`src/rtl/encoder_pwm_mixer_if.sv`:
```
// encoder_pwm_mixer_if: encoder inputs and level/PWM outputs shared by the mixer and its driver
interface encoder_pwm_mixer_if #(
  parameter int CHANNELS = 3,
  parameter int WIDTH = 8
);
  logic [CHANNELS-1:0] enc_a, enc_b, pwm_out;
  logic [CHANNELS*WIDTH-1:0] level;
  logic pwm_sync;
  modport master (output enc_a, enc_b, input pwm_out, level, pwm_sync);
  modport slave (input enc_a, enc_b, output pwm_out, level, pwm_sync);
endinterface

```
`src/rtl/encoder_pwm_mixer.sv`:
```
// encoder_pwm_mixer: debounced quadrature encoders set per-channel levels feeding shadowed PWM; define MIXER_SATURATE_EN to clamp levels instead of wrapping
module encoder_pwm_mixer #(
  parameter int CHANNELS = 3,
  parameter int WIDTH = 8,
  parameter int HIST_LEN = 8,
  parameter int STEP = 1
) (
  input logic clk,
  input logic reset_n,
  encoder_pwm_mixer_if.slave bus
);
  localparam int N = 2 * CHANNELS;
  localparam logic [WIDTH-1:0] MAX = '1;
  localparam logic [WIDTH-1:0] STEP_W = WIDTH'(STEP);
  logic [N-1:0] s1, s2, db;
  logic [CHANNELS-1:0] a_q, rise;
  logic [WIDTH-1:0] cnt, cnt_nxt;
  logic wrap;
  assign cnt_nxt = cnt + 1'b1;
  assign wrap = cnt == MAX;
  assign rise = db[CHANNELS-1:0] & ~a_q;
  always_ff @(posedge clk or negedge reset_n)
    if (!reset_n) begin
      s1 <= '0;
      s2 <= '0;
      a_q <= '0;
      cnt <= '0;
      bus.pwm_sync <= 1'b0;
    end else begin
      s1 <= {bus.enc_b, bus.enc_a};
      s2 <= s1;
      a_q <= db[CHANNELS-1:0];
      cnt <= cnt_nxt;
      bus.pwm_sync <= wrap;
    end
  for (genvar j = 0; j < N; j++) begin : g_db
    logic [HIST_LEN-1:0] hist, hist_nxt;
    logic d;
    assign hist_nxt = {hist[HIST_LEN-2:0], s2[j]};
    assign db[j] = d;
    always_ff @(posedge clk or negedge reset_n)
      if (!reset_n) begin
        hist <= '0;
        d <= 1'b0;
      end else begin
        hist <= hist_nxt;
        d <= (hist_nxt == {HIST_LEN{~d}}) ? ~d : d;
      end
  end
  for (genvar i = 0; i < CHANNELS; i++) begin : g_ch
    logic [WIDTH-1:0] lvl, sh, sh_nxt, up, dn;
    logic p;
`ifdef MIXER_SATURATE_EN
    assign up = (lvl > MAX - STEP_W) ? MAX : lvl + STEP_W;
    assign dn = (lvl < STEP_W) ? '0 : lvl - STEP_W;
`else
    assign up = lvl + STEP_W;
    assign dn = lvl - STEP_W;
`endif
    // duty is latched on the last count so the new value starts exactly with the period
    assign sh_nxt = wrap ? lvl : sh;
    assign bus.level[i*WIDTH +: WIDTH] = lvl;
    assign bus.pwm_out[i] = p;
    always_ff @(posedge clk or negedge reset_n)
      if (!reset_n) begin
        lvl <= '0;
        sh <= '0;
        p <= 1'b0;
      end else begin
        lvl <= rise[i] ? (db[CHANNELS+i] ? dn : up) : lvl;
        sh <= sh_nxt;
        p <= cnt_nxt < sh_nxt;
      end
  end
endmodule

```
`src/flat_wrapper.sv`:
```
// flat-port wrapper written by rule: the top's interface ports become plain ports
module encoder_pwm_mixer_flat 
#(
  parameter int CHANNELS = 3,
  parameter int WIDTH = 8,
  parameter int HIST_LEN = 8,
  parameter int STEP = 1
)
  (clk, reset_n, bus_enc_a, bus_enc_b, bus_pwm_out, bus_level, bus_pwm_sync);
  encoder_pwm_mixer_if #(.CHANNELS(CHANNELS), .WIDTH(WIDTH)) bus_i ();
  input logic clk;
  input logic reset_n;
  input wire logic [$bits(bus_i.enc_a)-1:0] bus_enc_a;
  input wire logic [$bits(bus_i.enc_b)-1:0] bus_enc_b;
  output wire logic [$bits(bus_i.pwm_out)-1:0] bus_pwm_out;
  output wire logic [$bits(bus_i.level)-1:0] bus_level;
  output wire logic [$bits(bus_i.pwm_sync)-1:0] bus_pwm_sync;
  assign bus_i.enc_a = bus_enc_a;
  assign bus_i.enc_b = bus_enc_b;
  assign bus_pwm_out = bus_i.pwm_out;
  assign bus_level = bus_i.level;
  assign bus_pwm_sync = bus_i.pwm_sync;
  encoder_pwm_mixer #(.CHANNELS(CHANNELS), .WIDTH(WIDTH), .HIST_LEN(HIST_LEN), .STEP(STEP)) u_core (.clk(clk), .reset_n(reset_n), .bus(bus_i));
endmodule
```
`config.mk`:
```
export PLATFORM = sky130hd
export DESIGN_NAME = encoder_pwm_mixer_flat
export DESIGN_NICKNAME = d
export VERILOG_FILES = /design/src/rtl/encoder_pwm_mixer_if.sv /design/src/rtl/encoder_pwm_mixer.sv /design/src/flat_wrapper.sv
export SDC_FILE = /design/constraint.sdc
export NUM_CORES = 1
export LEC_CHECK = 0
export ABC_AREA = 1
export BUFFER_PORTS_ARGS = -buffer_cell sky130_fd_sc_hd__buf_2
export CAP_MARGIN = 0
export CELL_PAD_IN_SITES_DETAIL_PLACEMENT = 0
export CELL_PAD_IN_SITES_GLOBAL_PLACEMENT = 1
export CORE_ASPECT_RATIO = 1.2
export CORE_MARGIN = 2
export CORE_UTILIZATION = 43
export CTS_CLUSTER_SIZE = 24
export DETAILED_ROUTE_END_ITERATION = 8
export PLACE_DENSITY = 0.78
export SETUP_SLACK_MARGIN = 0.2
export SLEW_MARGIN = 40
export SYNTH_ARGS = -nofsm -noshare
export SYNTH_HDL_FRONTEND = slang
export SYNTH_SLANG_ARGS = --single-unit
export TNS_END_PERCENT = 5
```
`constraint.sdc`:
```
create_clock -name clk -period 2 [get_ports clk]
set_input_delay 0.2 -clock clk [delete_from_list [all_inputs] [get_ports clk]]
set_output_delay 0.2 -clock clk [all_outputs]
set_load 0.05 [all_outputs]
```
==> results of run 1 <==
==> sequential cells by signal, summed over array words and instances (netlist names) <==
name	flops
u_core.g_ch.lvl	24
u_core.a_q	3
u_core.g_db.hist	42
u_core.s1	6
u_core.g_ch.p	3
u_core.g_ch.sh	24
u_core.g_db.d	6
u_core.cnt	8
u_core.bus.pwm_sync	1
u_core.s2	6
==> metal layers <==
layer	GRT usage (%)	wire [um]	part of all wire, %	vias up
met5	0	0	0	-
met4	8.371	201	1.8	0
met3	4.372	296	2.7	16
met2	29.23	5425	49	41
met1	22.75	5203	47	1883
li1	-	-	-	2007
==> stage by stage <==
step                      total power, W  area (sq um)  worst slack [ps]  TNS (ps)  utilization (%)
after floorplan                 0.002929          5549            -57.27    -128.8                -
after global placement          0.003075          6073            -21.88    -21.88            48.15
after detailed placement        0.003092          6073            -104.8    -221.2            48.15
after CTS                       0.006406          6907             67.22         0            54.76
after global routing            0.006567          7069            -87.66    -231.0            56.05
final                           0.006327          7069             68.14         0            56.05
==> worst max-delay path, cell delays in order, from the launching register on <==
cell,delay (ps)
dfrtp_1,410
ha_4,180
nand2_2,70
nor2_4,50
nand2_4,100
inv_8,70
or2_2,280
o21ai_2,70
ha_1,260
nand2_1,80
inv_1,40
nand2_1,50
nand2_1,70
a21oi_2,120
==> cell families after synthesis <==
group           synth area share, %
compound gates                7.967
xor+xnor                      2.693
fa+ha+maj                     9.461
buf+inv                       5.794
flops                         55.68
simple gates                  18.40
==> layout make-up <==
type                            instances  share of cell area, %
Multi-Input combinational cell        361                  33.59
Tap cell                              164                  2.903
Sequential cell                       123                  43.63
Timing Repair Buffer                   69                  6.832
Clock buffer                           21                  6.655
Inverter                               74                  4.035
Clock inverter                         11                  2.354
==> power breakdown <==
part / leakage [nW] / total, W / internal, W / switching [W]
Sequential: 1.56 / 0.00268 / 0.00259 / 0.0000954
Clock: 0.305 / 0.00326 / 0.00218 / 0.00109
Combinational: 1.97 / 0.000383 / 0.000105 / 0.000278
Total: 3.84 / 0.00633 / 0.00487 / 0.00146
==> placed cells by master, fill, tap and decap left out, types with 4 or more instances in the layout <==
| cell | Yosys | final |
|---|---|---|
| o21bai_1 | 4 | 4 |
| a21oi_2 | 0 | 7 |
| xor2_1 | 11 | 11 |
| ha_4 | 0 | 12 |
| o21ai_2 | 0 | 15 |
| xnor2_1 | 6 | 6 |
| a21oi_1 | 30 | 23 |
| nand2_1 | 125 | 124 |
| nor3_1 | 6 | 6 |
| buf_4 | 3 | 24 |
| buf_2 | 1 | 34 |
| dfrtp_1 | 123 | 118 |
| dfrtp_2 | 0 | 5 |
| o21a_1 | 6 | 6 |
| nor4_1 | 6 | 6 |
| o21ai_0 | 28 | 20 |
| inv_1 | 69 | 64 |
| clkbuf_16 | 0 | 17 |
| inv_2 | 2 | 6 |
| nor2_1 | 16 | 14 |
| nand4_1 | 9 | 9 |
| dlygate4sd3_1 | 0 | 7 |
| nand3_1 | 28 | 28 |
| or2_2 | 20 | 20 |
| bufinv_16 | 0 | 4 |
| ha_1 | 37 | 25 |
| and2_1 | 6 | 5 |
==> worst max path at each step <==
stage / from / endpoint / slack, ps / depth (start not counted)
4_1_cts: u_core.cnt[0] / u_core.g_ch[2].p / 70 / 11
5_1_grt: u_core.cnt[0] / u_core.g_ch[1].p / -90 / 12
3_3_place_gp: u_core.cnt[0] / u_core.g_ch[0].p / -20 / 12
6_report: u_core.cnt[1] / u_core.g_ch[2].p / 70 / 13
3_5_place_dp: u_core.cnt[0] / u_core.g_ch[0].p / -100 / 12
2_1_floorplan: u_core.cnt[0] / u_core.g_ch[0].p / -60 / 14
==> timing repair <==
action	in CTS	in global routing
endpoints found under the hold margin	38	0
endpoints found under the setup margin	6	14
buffers inserted	3	2
resized for setup	31	27
hold buffers	7	0
pin swaps	8	3
==> synth_stat cells, drive strengths merged <==
cell type / count
ha: 37
a31oi: 3
nor3: 6
dfrtp: 123
a21oi: 30
xnor2: 6
inv: 71
nor2: 18
xor2: 11
o21ai: 38
clkinv: 3
o21a: 6
nand3: 29
or2: 20
clkbuf: 1
buf: 5
nand4: 9
nand2: 128
fa: 3
and2: 6
nor4: 6
o21bai: 4
o22ai: 1
==> flow_summary_export.csv, run 1 <==
group,metric,value,unit
routing,routed_wl,11130,um
timing,hold_slack,286.9,ps
global_routing,grt_max_degree,47,
placed_design,hpwl,7461,um
critical_path,crit_fanout,18,
synth,yosysSeqAreaShare,55.68,%
final_layout,n_fill_cell,1115,
critical_path,required,2350,ps
timing,min_period,1932,ps
synth,syn_inst,564,
synth,ys_warn_count,0,
floorplanning,row_count,45,
floorplanning,dieArea,13780,sq um
critical_path,worstSetupStartpointType,"flop",
clocking,cts_max_path_buffers,2,
flow_run,maxCapViolCount,0,
hold_path,hp-class,"in -> async",
critical_path,endpoint_kind,"flop",
final_layout,drive_gt1_share,25.80,%
floorplanning,num_io_pins,36,
synth,syn_nets,612,
floorplanning,fp.dieW,107.5,um
timing,worst_pin_slew,461.0,ps
critical_path,timing.rr.end,"u_core.g_ch[2].p",
final_layout,fin_cells,823,
clocking,cts_buffers,17,
timing,setup_viol,0,
final_layout,diodes,0,
critical_path,path_class,"reg -> reg",
routing,wl_per_cell,13.52,um
final_layout,finalNetCount,694,
timing,fmax,517.6,MHz
floorplanning,start_util,43.83,%
pwr,powerDensity,895.1,nW/um^2
routing,detail-route-antenna-nets,0,
routing,dr.pass1.iters,4,
routing,first_iter_violations,131,
clocking,cts_root_buf,"clkbuf_16",
placed_design,io_buffers,35,
final_layout,multi_input_area,2375,sq um
pwr,leakagePower,3.836,nW
routing,vias,3947,
synth,synth_cell_types,31,
synth,avgSynthCellArea,9.801,sq um
timing,max_slew_margin,69.26,%
timing,fin_skew,8.497,ps
pwr,vdd_drop_max,0.4584,mV
clocking,cts_tree,"built",
synth,yosysTopAreaCell,"dfrtp_1",
synth,ys_ff_latch,123,
floorplanning,coreArea,12610,sq um
critical_path,timing.rr.start,"u_core.cnt[1]",
synth,netlist_area,5528,sq um
timing,rsz0062_at_grt,"true",
final_layout,seqCellArea,3084,sq um
clocking,clock_latency,420,ps
run_status,status,"complete, no violations",
routing,via_per_inst,4.796,
floorplanning,die_h,128.2,um
critical_path,worstPathArrival,2280,ps
placed_design,dp_cells,779,
synth,yosys.area.top_type_share,55.68,%
global_routing,track_usage,18.03,%
synth,yosys-top-cells-area,"dfrtp_1 (56%), nand2_1 (8.5%), ha_1 (8.4%), inv_1 (4.7%), a21oi_1 (2.7%)",
final_layout,syn2layout_area_growth,27.89,%
placed_design,globalplace.congestion,0.8063,
critical_path,rr_worst_depth,13,
routing,drc,0,
global_routing,grt_pass1_wl,19200,um
global_routing,grt_pass1_vias,4138,
timing,finalCritPeriodShare,96.59,%
critical_path,rrSetupSlack,70,ps
clocking,cts.sinks,123,
clocking,clk_pin_slew,60,ps
global_routing,grt_antenna_before_repair,0,
timing,hold_viol_final,0,
clocking,h-tree-depth,4,
global_routing,grt_overflow,0,
timing,maxSlewViolCount,0,
Power figures use the tool's default switching activity.
==> run 2, diff against run 1 <==
- clock period: 2 -> 1.6 ns (I/O delays scaled with it)
==> flow_summary_export.csv, run 2 (synthesis gave the netlist of run 1 again) <==
group,metric,value,unit
run_status,status,"finished, violations left",
run_status,violations,"setup timing",
pwr,leakagePower,4.131,nW
timing,max_slew_margin,74.52,%
final_layout,final_common_cell,"dfrtp_1",
final_layout,largest_reg_flops,42,
timing,min_period,1923,ps
timing,fmax,520.0,MHz
flow_run,maxCapViolCount,0,
timing,rsz0062_at_grt,"true",
critical_path,crit_buf_inv,1,
critical_path,timing.rr.start,"u_core.cnt[1]",
critical_path,worstPathArrival,2250,ps
critical_path,timing.rr.end,"u_core.g_ch[2].p",
global_routing,track_usage,19.60,%
timing,setup_viol,6,
critical_path,worstSetupStartpointType,"flop",
routing,drc,0,
routing,via_per_inst,4.831,
critical_path,crit_chain,"ha_2 > nand2_2 > nor2_4 > nand2_4 > inv_8 > or2_2 > o21ai_2 > ha_1 > nand2_1 > nand2_1 > nand2_1 > nand2_1 > a21oi_1",
timing,fin_skew,7.373,ps
timing,worst_slack,-323.1,ps
pwr,power.total,0.007969,W
final_layout,finalNetCount,746,
critical_path,crit_fanout,18,
final_layout,drive_gt1_share,36.34,%
placed_design,dp_cells,833,
clocking,cts_tree,"built",
placed_design,globalplace.congestion,0.8254,
critical_path,rr_worst_depth,13,
floorplanning,num_io_pins,36,
timing,maxSlewViolCount,0,
floorplanning,dieArea,13780,sq um
routing,dr.pass1.iters,4,
timing,hold_viol_final,0,
global_routing,grt_max_degree,36,
routing,first_iter_violations,175,
critical_path,critPathSlowestCell,"dfrtp_1",
clocking,cts.sinks,123,
critical_path,endpoint_kind,"flop",
clocking,clock_latency,410,ps
global_routing,grt_pass1_wl,20800,um
final_layout,final_area,7717,sq um
placed_design,hpwl,8108,um
hold_path,hp-class,"in -> async",
final_layout,layout_common_cells,"dfrtp_1 (121), nand2_1 (111), buf_4 (73)",
critical_path,path_class,"reg -> reg",
floorplanning,row_count,45,
clocking,cts_max_path_buffers,2,
clocking,cts_buffers,17,
floorplanning,coreArea,12610,sq um
final_layout,syn2layout_area_growth,39.61,%
clocking,clk_pin_slew,50,ps
placed_design,io_buffers,35,
routing,vias,4222,
final_layout,diodes,0,
floorplanning,fp.dieW,107.5,um
final_layout,max_flop_register,"u_core.g_db.hist",
placed_design,post_dp_cell_area,6479,sq um
critical_path,critPathMostFrequentCell,"nand2_1",
timing,finalCritPeriodShare,120.2,%
routing,detail-route-antenna-nets,0,
critical_path,cp_num_cells,13,
critical_path,crit_family,"simple AND/OR/NAND/NOR gates",
critical_path,rrSetupSlack,-320,ps
global_routing,grt_overflow,0,
clocking,h-tree-depth,4,
critical_path,required,1930,ps
final_layout,reg_top3,"u_core.g_db.hist (42), u_core.g_ch.lvl (24), u_core.g_ch.sh (24)",
timing,worst_pin_slew,382.1,ps
final_layout,fin_cells,874,
global_routing,grt_pass1_vias,4495,
floorplanning,die_h,128.2,um
pwr,vdd_drop_max,0.6508,mV
routing,routed_wl,12040,um
critical_path,slowest_delay,380,ps
routing,wl_per_cell,13.77,um
pwr,powerDensity,1033,nW/um^2
clocking,cts_root_buf,"clkbuf_16",
global_routing,grt_antenna_before_repair,0,
floorplanning,start_util,43.83,%
==> run 2: cell types whose count changed in the layout (fill, tap and decap cells not counted), moves of 5 or more <==
| cell | change |
|---|---|
| buf_4 | +49 |
| o21ai_0 | -6 |
| nand2_1 | -13 |
| inv_2 | +7 |
| nand2_2 | +12 |
| nand3_1 | -5 |
| o21ai_4 | +6 |
| buf_2 | -7 |
| clkbuf_4 | +5 |
==> run 2: repair_timing <==
action	in CTS	in global routing
hold endpoints to repair	28	0
hold buffers	7	0
endpoints found under the setup margin	40	53
pin swaps	27	9
buffers inserted	1	2
gates resized for setup	82	48
==> run 2: cell type report <==
type	instances	area, sq um
clock buffers	24	481.7
clock inverters	7	137.6
fillers	1033	4895
inverters	74	285.3
multi-input cells	361	2614
flip-flops and latches	123	3080
well taps	164	205.2
repair buffers	121	913.4
==> run 2: layer usage <==
metal / vias up / share of wire, % / GRT usage, %
met5: - / 0 / 0
met1: 2042 / 44 / 23.27
met4: 0 / 1.6 / 7.240
met2: 57 / 51 / 33.22
li1: 2105 / - / -
met3: 18 / 3.1 / 6.253
==> run 2: worst reg2reg max path, stage by stage (launching register included) <==
cell	delay, ps
dfrtp_1	380
ha_2	200
nand2_2	80
nor2_4	50
nand2_4	100
inv_8	70
or2_2	280
o21ai_2	70
ha_1	240
nand2_1	60
nand2_1	50
nand2_1	50
nand2_1	60
a21oi_1	130
==> run 2: power breakdown <==
group          switching (W)  internal, W  leakage [nW]
combinational       0.000396     0.000205          2.26
sequential          0.000108      0.00323          1.57
clock                0.00131      0.00272         0.300
total                0.00182      0.00615          4.13
==> run 2: worst max path at each step <==
stage / start / endpoint
3_5_place_dp: u_core.cnt[1] / u_core.g_ch[1].p
5_1_grt: u_core.cnt[1] / u_core.g_ch[2].p
4_1_cts: u_core.cnt[0] / u_core.g_ch[1].p
2_1_floorplan: u_core.cnt[0] / u_core.g_ch[0].p
3_3_place_gp: u_core.cnt[1] / u_core.g_ch[1].p
6_report: u_core.cnt[1] / u_core.g_ch[2].p
==> run 2: through the flow <==
step	util, %	TNS, ps	hold slack [ps]	setup slack, ps
global placement	51.37	-1157	105.3	-345.0
CTS	59.55	-1030	206.8	-321.3
floorplan	-	-4651	-135.6	-457.3
detailed placement	51.37	-1668	106.5	-395.5
finish	61.19	-1013	212.6	-323.1
global route	61.19	-2068	237.1	-446.2
==> run 3, diff against run 2 <==
- CORE_ASPECT_RATIO: 1.2 -> 0.8
==> flow_summary_export.csv, run 3 (synthesis gave the netlist of run 1 again) <==
group,metric,value,unit
timing,hold_viol_final,0,
floorplanning,start_util,43.58,%
placed_design,globalplace.congestion,0.8838,
clocking,cts_max_path_buffers,2,
pwr,vdd_drop_max,0.8752,mV
routing,wl_per_cell,13.67,um
global_routing,grt_antenna_before_repair,0,
run_status,status,"finished, violations left",
global_routing,track_usage,18.82,%
global_routing,grt_pass1_wl,20030,um
timing,setup_viol,5,
critical_path,endpoint_kind,"flop",
critical_path,path_class,"reg -> reg",
routing,routed_wl,12060,um
floorplanning,dieArea,13780,sq um
timing,finalCritPeriodShare,122.5,%
routing,first_iter_violations,214,
timing,rsz0062_at_grt,"true",
clocking,clock_latency,410,ps
routing,via_per_inst,4.745,
timing,min_period,1960,ps
timing,worst_pin_slew,423.4,ps
pwr,leakagePower,4.104,nW
final_layout,seqCellArea,3080,sq um
floorplanning,row_count,37,
critical_path,worstPathArrival,2290,ps
final_layout,syn2layout_area_growth,35.58,%
global_routing,grt_max_degree,75,
pwr,powerDensity,1019,nW/um^2
placed_design,hpwl,8159,um
clocking,cts_tree,"built",
final_layout,diodes,0,
routing,detail-route-antenna-nets,0,
final_layout,largest_reg_flops,42,
final_layout,max_flop_register,"u_core.g_db.hist",
routing,vias,4185,
flow_run,maxCapViolCount,0,
global_routing,grt_overflow,0,
final_layout,n_fill_cell,1060,
clocking,cts_root_buf,"clkbuf_16",
hold_path,hp-class,"in -> async",
final_layout,fin_cells,882,
global_routing,grt_pass1_vias,4226,
final_layout,reg_top3,"u_core.g_db.hist (42), u_core.g_ch.lvl (24), u_core.g_ch.sh (24)",
clocking,h-tree-depth,4,
floorplanning,die_h,105.4,um
routing,dr.pass1.iters,4,
timing,max_slew_margin,71.77,%
final_layout,final_common_cell,"dfrtp_1",
pwr,power.total,0.007636,W
final_layout,multi_input_area,2440,sq um
critical_path,required,1930,ps
floorplanning,fp.dieW,130.8,um
final_layout,drive_gt1_share,33.10,%
timing,fin_skew,6.468,ps
critical_path,worstSetupStartpointType,"flop",
clocking,cts.sinks,123,
floorplanning,num_io_pins,36,
final_layout,finalNetCount,744,
run_status,violations,"setup timing",
clocking,clk_pin_slew,50,ps
final_layout,layout_common_cells,"dfrtp_1 (121), nand2_1 (120), buf_4 (69)",
clocking,cts_buffers,17,
critical_path,crit_fanout,18,
placed_design,dp_cells,839,
routing,drc,0,
timing,fmax,510.2,MHz
timing,worst_slack,-359.9,ps
timing,maxSlewViolCount,0,
floorplanning,coreArea,12680,sq um
placed_design,io_buffers,35,
==> run 3: changes by cell type in the layout (fill, tap and decap cells not counted), sizes merged <==
| cell | change |
|---|---|
| clkinv | +6 |
| inv | -1 |
| bufinv | -2 |
| buf | -2 |
| clkbuf | -5 |
| clkinvlp | +1 |
==> run 3: path summary, 6_finish.rpt <==
path                                from                    end  slack, ps  cells past startpoint
setup reg to reg           u_core.cnt[1]       u_core.g_ch[2].p       -360                     11
min in group clk            u_core.s1[2]           u_core.s2[2]        340                      0
max in group asynchronous        reset_n   u_core.g_ch[0].sh[5]        900                      3
setup / recovery           u_core.cnt[1]       u_core.g_ch[2].p       -360                     11
hold / removal                   reset_n  u_core.g_ch[0].lvl[4]        110                      2
hold reg to reg             u_core.s1[2]           u_core.s2[2]        340                      0
==> run 3: metrics by stage <==
stage	setup TNS [ps]	utilization (%)	hold WS, ps	setup slack (ps)	area (sq um)
floorplan	-4651	-	-135.6	-457.3	5549
global placement	-1236	50.89	-28.21	-324.8	6455
detailed placement	-1615	50.89	-27.21	-411.8	6455
CTS	-1077	57.37	90.93	-327.7	7277
global route	-2101	59.08	100.4	-506.8	7495
finish	-1056	59.08	105.7	-359.9	7495
==> run 3: where the power goes <==
group | switching [W] | internal [W] | total, W
combinational | 0.000388 | 0.000193 | 0.000581
clock | 0.00137 | 0.00235 | 0.00372
sequential | 0.000102 | 0.00323 | 0.00333
total | 0.00186 | 0.00578 | 0.00764
==> run 3: critical path, cell delays in order, from the launching register on <==
cell     delay [ps]
dfrtp_1         390
ha_2            200
nand2_2          70
nor2_4           50
nand2_4         100
inv_8            70
or2_2           290
o21ai_2          90
ha_1            270
a21oi_1         150
nand2_1          80
a21oi_1         110
==> run 3: final cells by class <==
type                            count  area share (%)
Clock buffer                       19           6.043
Sequential cell                   123           41.10
Inverter                           74           3.806
Tap cell                          175           2.922
Clock inverter                     11           1.619
Multi-Input combinational cell    361           32.55
Timing Repair Buffer              119           11.95
==> run 3: routing by layer <==
layer  vias to the layer above  part of all wire (%)  global-route usage [%]  routed length [um]
met5                         -                     0                       0                   0
met4                         0                  0.95                   5.547                 114
met3                        11                   3.3                   5.431                 399
met2                        56                    47                   28.79                5712
met1                      2015                    48                   26.14                5835
li1                       2103                     -                       -                   -
==> run 3: what timing repair did <==
action,CTS,global route
hold buffers,7,0
setup endpoints to repair,36,52
resized for setup,58,41
hold endpoints to repair,129,0
pin swaps,17,12
buffers inserted,2,4
